### config.mk
export PLATFORM = sky130hd
export DESIGN_NAME = fsgnj_x_unit
export DESIGN_NICKNAME = d
export VERILOG_FILES = /design/src/rtl/fsgnj_x_unit_pkg.sv /design/src/rtl/fsgnj_core.sv /design/src/rtl/fsgnj_x_unit.sv
export SDC_FILE = /design/constraint.sdc
export NUM_CORES = 1
export LEC_CHECK = 0
export CORE_ASPECT_RATIO = 1.4
export CORE_MARGIN = 3
export CORE_UTILIZATION = 37
export DETAILED_ROUTE_END_ITERATION = 12
export PLACE_DENSITY = 0.83
export RECOVER_POWER = 100
export REMOVE_ABC_BUFFERS = 1
export SETUP_SLACK_MARGIN = 0.2
export SYNTH_ARGS = -nofsm -noshare
export SYNTH_HDL_FRONTEND = slang
export SYNTH_HIERARCHICAL = 1
export SYNTH_SLANG_ARGS = --single-unit
### constraint.sdc
create_clock -name clk -period 1.5 [get_ports clk]
set_input_delay 0.3 -clock clk [delete_from_list [all_inputs] [get_ports clk]]
set_output_delay 0.3 -clock clk [all_outputs]
set_load 0.02 [all_outputs]
### src/rtl/fsgnj_x_unit_pkg.sv
// Shared FP sign-injection definitions: op encodings and width constants.
package fsgnj_x_unit_pkg;

  localparam int unsigned FLEN_DEFAULT = 32;
  localparam int unsigned SIGN_IDX     = FLEN_DEFAULT - 1;
  localparam int unsigned OP_W         = 2;

  typedef enum logic [OP_W-1:0] {
    SGNJ      = 2'b00,
    SGNJN     = 2'b01,
    SGNJX     = 2'b10,
    SGNJ_PASS = 2'b11
  } sgnj_op_e;

endpackage

### src/rtl/fsgnj_core.sv
// Combinational sign injection: magnitude from rs1, sign chosen by op_type.
module fsgnj_core
  import fsgnj_x_unit_pkg::*;
#(
  parameter int unsigned FLEN = FLEN_DEFAULT
) (
  input  logic [FLEN-1:0] rs1,
  input  logic [FLEN-1:0] rs2,
  input  logic [1:0]      op_type,
  output logic [FLEN-1:0] rd
);

  localparam int unsigned SB = FLEN - 1;

  logic w_s1;
  logic w_s2;
  logic w_sign;
  logic w_unused_rs2_mag;

  assign w_s1 = rs1[SB];
  assign w_s2 = rs2[SB];

  // Only the sign of rs2 matters; its magnitude is intentionally dropped.
  assign w_unused_rs2_mag = ^rs2[SB-1:0];

  // Select the result sign; pass-through keeps rs1's own sign.
  always_comb begin
    w_sign = w_s1;
    case (sgnj_op_e'(op_type))
      SGNJ:      w_sign = w_s2;
      SGNJN:     w_sign = ~w_s2;
      SGNJX:     w_sign = w_s1 ^ w_s2;
      SGNJ_PASS: w_sign = w_s1;
    endcase
  end

  assign rd = {w_sign, rs1[SB-1:0]};

endmodule

### src/rtl/fsgnj_x_unit.sv
// One-stage registered sign-injection unit with valid/ready handshake.
module fsgnj_x_unit
  import fsgnj_x_unit_pkg::*;
#(
  parameter int unsigned FLEN = FLEN_DEFAULT
) (
  input  logic            clk,
  input  logic            rst,
  input  logic            in_valid,
  output logic            in_ready,
  input  logic [FLEN-1:0] rs1,
  input  logic [FLEN-1:0] rs2,
  input  logic [1:0]      op_type,
  output logic            out_valid,
  input  logic            out_ready,
  output logic [FLEN-1:0] rd
);

  logic [FLEN-1:0] w_rd;
  logic            w_accept;
  logic            r_out_valid;
  logic [FLEN-1:0] r_rd;

  fsgnj_core #(.FLEN(FLEN)) u_core (
    .rs1     (rs1),
    .rs2     (rs2),
    .op_type (op_type),
    .rd      (w_rd)
  );

  // Ready whenever the output slot is empty or is being drained this cycle.
  assign in_ready = !r_out_valid || out_ready;
  assign w_accept = in_valid && in_ready;

  // Output register: fill on accept (even while draining), clear on plain drain.
  always_ff @(posedge clk or posedge rst) begin
    if (rst) begin
      r_out_valid <= 1'b0;
      r_rd        <= '0;
    end else if (w_accept) begin
      r_out_valid <= 1'b1;
      r_rd        <= w_rd;
    end else if (out_ready) begin
      r_out_valid <= 1'b0;
    end
  end

  assign out_valid = r_out_valid;
  assign rd        = r_rd;

endmodule

======== Word level (Yosys, flattened, before mapping) ========
Cells that the tools add are included.
cells by class
  equal/unequal tests ..................... 3
  muxes and demuxes ....................... 3
  bitwise gates (word level) .............. 2
  reductions and logical operators ........ 5
operator list
  cell                  number
  $eq A2 B2 Y1 const B  2
  $pmux W1 S4           1
  $eq A2 B1 Y1 const B  1
  $logic_not A2 Y1      1
  $mux W1               2
  $reduce_bool A2 Y1    1
  $logic_and A1 B1 Y1   1
  $logic_not A1 Y1      1
  $logic_or A1 B1 Y1    1
  $not A1 Y1            1
  $xor A1 B1 Y1         1
word-level totals
  bits in registers ....................... 33
  input bits .............................. 70
  output and inout bits ................... 34
  logic and storage cells ................. 15

======== Longest topological paths before layout ========
  depth in word-level cells ............... 4
  depth in mapped cells ................... 4
  gate-level depth less buffers ........... 3

======== By module ========
Netlist, hierarchy kept.
by module, submodules not included
  module        instances  cells each  area each (µm²)  sequential area each (µm²)
  fsgnj_x_unit  1          72          1395.1           825.8
  fsgnj_core    1          37          276.5            0.0

======== Worst setup path before layout ========
Ideal clock, no wire load.
  kind .................................... reg-to-reg
  from .................................... reg r_out_valid, in the netlist out_valid
  to ...................................... reg r_rd[0], in the netlist rd[0]
  library setup time ...................... 125 ps
  arrival ................................. 1176 ps
  required time ........................... 1375 ps
  setup slack ............................. 199 ps
  stages on the path, launching flop included .. 5
  path buffers ............................ 1
  period minus slack after synthesis ...... 1301 ps
  cells stage by stage .................... dfrtp_1 -> nand2b_4 -> nand2_4 -> buf_12 -> mux2_4
between the ends
  cells in the longest elaborated chain, start to end .. 3
RTL lines
  item                      RTL line            RTL
  start: declaration        fsgnj_x_unit.sv:21  logic r_out_valid;
  start signal: assignment  fsgnj_x_unit.sv:38  r_out_valid <= 1'b0;
  start signal: assignment  fsgnj_x_unit.sv:41  r_out_valid <= 1'b1;
  start signal: assignment  fsgnj_x_unit.sv:44  r_out_valid <= 1'b0;
  $logic_not A1 Y1          fsgnj_x_unit.sv:32  assign in_ready = !r_out_valid || out_ready;
  $logic_or A1 B1 Y1        fsgnj_x_unit.sv:32
  via in_ready              fsgnj_x_unit.sv:10  output logic in_ready,
  $logic_and A1 B1 Y1       fsgnj_x_unit.sv:33  assign w_accept = in_valid && in_ready;
  end signal: assignment    fsgnj_x_unit.sv:42  r_rd <= w_rd;
  end: declaration          fsgnj_x_unit.sv:22  logic [FLEN-1:0] r_rd;
The timed path passes the listed nets, and every way through them passes these cells.
A chain may end at the register's enable or synchronous reset.

======== Final worst setup path ========
  from .................................... reg r_out_valid, in the netlist out_valid
  to ...................................... reg r_rd[11], in the netlist rd[11]
between the ends
  cells in the longest elaborated chain, start to end .. 3
RTL lines
  item                 RTL line
  $logic_not A1 Y1     fsgnj_x_unit.sv:32
  $logic_or A1 B1 Y1   fsgnj_x_unit.sv:32
  $logic_and A1 B1 Y1  fsgnj_x_unit.sv:33
No other way between the ends.

==> metrics.md <==
| Metric | Value |
|---|---|
| Slowest stage cell on the critical path | dfrtp_1 |
| Clock Skew | between 0.01 and 0.015 ns |
| Worst skew pair latency | between 0.2 and 0.3 ns |
| Die Y | roughly 86 um |
| Max cap viols | 0 |
| Total gr overflow | 0 |
| CP Max Fanout | 6 |
| DR pass1 iterations | 3 |
| Dpl hpwl | around 2600 um |
| Crit path cell chain | nand2b_2 -> buf_6 -> nand2_8 -> clkbuf_2 -> mux2_1 |
| Pin count of the biggest net entering global routing | 34 |
| Vias in the first global route | between 1000 and 1500 |
| Clock group share of total power | 0.266 |
| Setup TNS | 0 ns |
| CTS max path bufs | 2 |
| First-pass GRT wire length | roughly 5700 um |
| Worst vdd ir | slightly above 600 uV |
| CP Buf/Inv Count | 2 |
| RD Place Congestion | 0.678 |
| Crit end category | flip-flop |
| Placed cells | approximately 210 |
| WL final | between 3000 and 4000 um |
| CP peak stage delay | ~0.37 ns |
| Fmax achieved | roughly 740 MHz |
| CP top delay family | flip-flops |
| Final cell count without fillers | ~220 |
| Clk sinks | 33 |
| H-tree depth | 2 |
| HP Class | reg2reg |
| Num CTS Buffers | 5 |
| Final Hold Vio Count | 0 |
| Root Driver | clkbuf_8 |
| Core box area | about 4300 um2 |
| Instance count of the mapped netlist | 109 |
| Ratio of cells with drive above 1 in the final layout | 0.148 |
| Crit path required time | 1.65 ns |
| Slew Limit Headroom | 0.465 |
| ANT cells | 0 |
| Crit path DAT | around 1.5 ns |
| CTS tree | yes |
| DIE WIDTH | approximately 63 um |
| Tcrit/Tclk final | 0.899 |
| Flops & latches, synth | 33 |
| Final core occ | 0.495 |
| Final worst path period need | 1.35 ns |
| Leak | between 0.8 and 0.9 nW |
| Synthesis-to-finish area growth | 27.7% |
| Synth cell types | 14 |
| Endpoints failing setup | 0 |
| Detail Route Antenna Nets | 0 |
| Worst-path clk slew | about 0.07 ns |
| Net Switching | a little over 0.7 mW |
| Least-Margin Pin Slew | between 0.8 and 0.9 ns |
| Status | finished clean |
| DR iter-0 viols | 19 |
| Via/cell ratio | ~4.3 |
| # nets final | roughly 230 |
| Register area share after synthesis | 0.494 |
| Pwr dens | 1120 nW/um2 |
| Critical path class | reg2reg |
| WL per Instance | 15.0 um |
| Initial Utilization | 0.388 |
| DIE AREA | approximately 5400 um2 |
| Via Count | 954 |
| RSZ-0062 raised after global routing | yes |
| Sw Share | 0.303 |
| Top Ports | approximately 100 |
| Sequential power share | 0.457 |
| Post-Syn Area | roughly 1700 um2 |
| YS warnings | 6 |
| Synth Area per Inst | 15.3 um2 |
| Pint | between 1.5 and 2 mW |
| Initial antenna violation count | 0 |
| Fillers | about 420 |
| Worst Setup Start Kind | flip-flop |
| # rows | 28 |
| GRT Util Overall | 0.140 |
| Comb power frac | 0.276 |
| I/O Buffers | 72 |
| Remaining DRCs | 0 |
| Max Slew Vio Count | 0 |
-- cell type report --
cell class / instances / area (um2) / area share
flip-flops and latches: 33 / 826 / 0.387
repair buffers: 80 / 692 / 0.324
multi-input cells: 40 / 455 / 0.213
well taps: 60 / 75.1 / 0.0352
clock buffers: 6 / 72.6 / 0.0340
clock inverters: 2 / 10.0 / 0.00469
inverters: 1 / 3.75 / 0.00176
-- logic make-up (layout without fill, tap and decap cells) --
kind of cell    Yosys count  count (layout)  share of synthesized area
mux                      32              32                      0.283
buf+inv                  36              89                      0.182
simple gates              6               6                     0.0307
compound gates            1               1                    0.00524
xor+xnor                  1               1                    0.00524
flops                    33              33                      0.494
-- placed cells by master, fill, tap and decap left out --
master	instances
or3b_1	1
xnor2_1	1
buf_6	1
clkbuf_1	22
clkbuf_8	5
o221ai_1	1
mux2_2	2
dlygate4sd2_1	3
inv_1	1
or2b_1	1
buf_12	2
clkinv_2	2
buf_4	1
buf_16	1
mux2_1	24
nand2b_2	1
dfrtp_1	33
nand2_8	1
nand2_1	1
mux2_4	6
clkdlybuf4s25_1	13
clkbuf_2	2
nor2b_1	1
clkdlybuf4s50_1	36
-- through the flow --
step	setup slack (ns)	total power, mW	hold slack (ns)	area [um2]
floorplan	0.00157	1.53	0.403	1370
global placement	-0.275	1.96	0.491	2250
detailed placement	-0.288	1.99	0.492	2250
CTS	0.0624	2.57	0.360	2360
global route	0.0923	2.53	0.510	2130
finish	0.151	2.39	0.488	2130
-- Yosys cell counts --
cell      number  share of area
mux2_2         2          0.013
or3b_1         1         0.0052
inv_1          1         0.0022
nand2_4        1         0.0067
or2b_1         1         0.0045
buf_12         3          0.036
nand2_1        1         0.0022
nor2b_1        1         0.0037
xnor2_1        1         0.0052
nand2b_4       1         0.0082
o221ai_1       1         0.0052
dfrtp_1       33           0.49
buf_4         32           0.14
mux2_4        30           0.27
-- sequential cells by signal, summed over array words and instances (netlist names) --
| register | cells |
|---|---|
| rd | 32 |
| out_valid | 1 |
-- power by group through the flow --
stage | Clock, mW | Sequential [mW] | Combinational (mW)
5_1_grt | 0.713 | 1.11 | 0.703
3_5_place_dp | 0 | 1.12 | 0.870
3_3_place_gp | 0 | 1.10 | 0.853
2_1_floorplan | 0 | 1.27 | 0.256
6_report | 0.638 | 1.09 | 0.661
4_1_cts | 0.665 | 1.10 | 0.810
-- what timing repair did --
item                       in CTS  in global routing
setup endpoints to repair      65                 59
hold buffers                    0                  0
buffers inserted                1                  0
gates cloned                    1                  0
gates resized for setup        54                 40
-- routing by layer --
metal  part of all wire  track usage
met3              0.052       0.0472
met4              0.012       0.0422
met2               0.59        0.260
met1               0.35        0.148
met5                  0            0
-- final timing paths --
check | start | endpoint | slack (ns) | cells after the start
worst max-delay path | out_valid | rd[11] | 0.15 | 5
worst min-delay path | rd[18] | rd[18] | 0.49 | 1
worst max register to register | out_valid | rd[11] | 0.15 | 5
worst min register to register | rd[18] | rd[18] | 0.49 | 1
max in group asynchronous | rst | rd[11] | 0.44 | 3
min in group asynchronous | rst | rd[5] | 0.55 | 3
No activity file was read; power rests on OpenSTA's default activity.
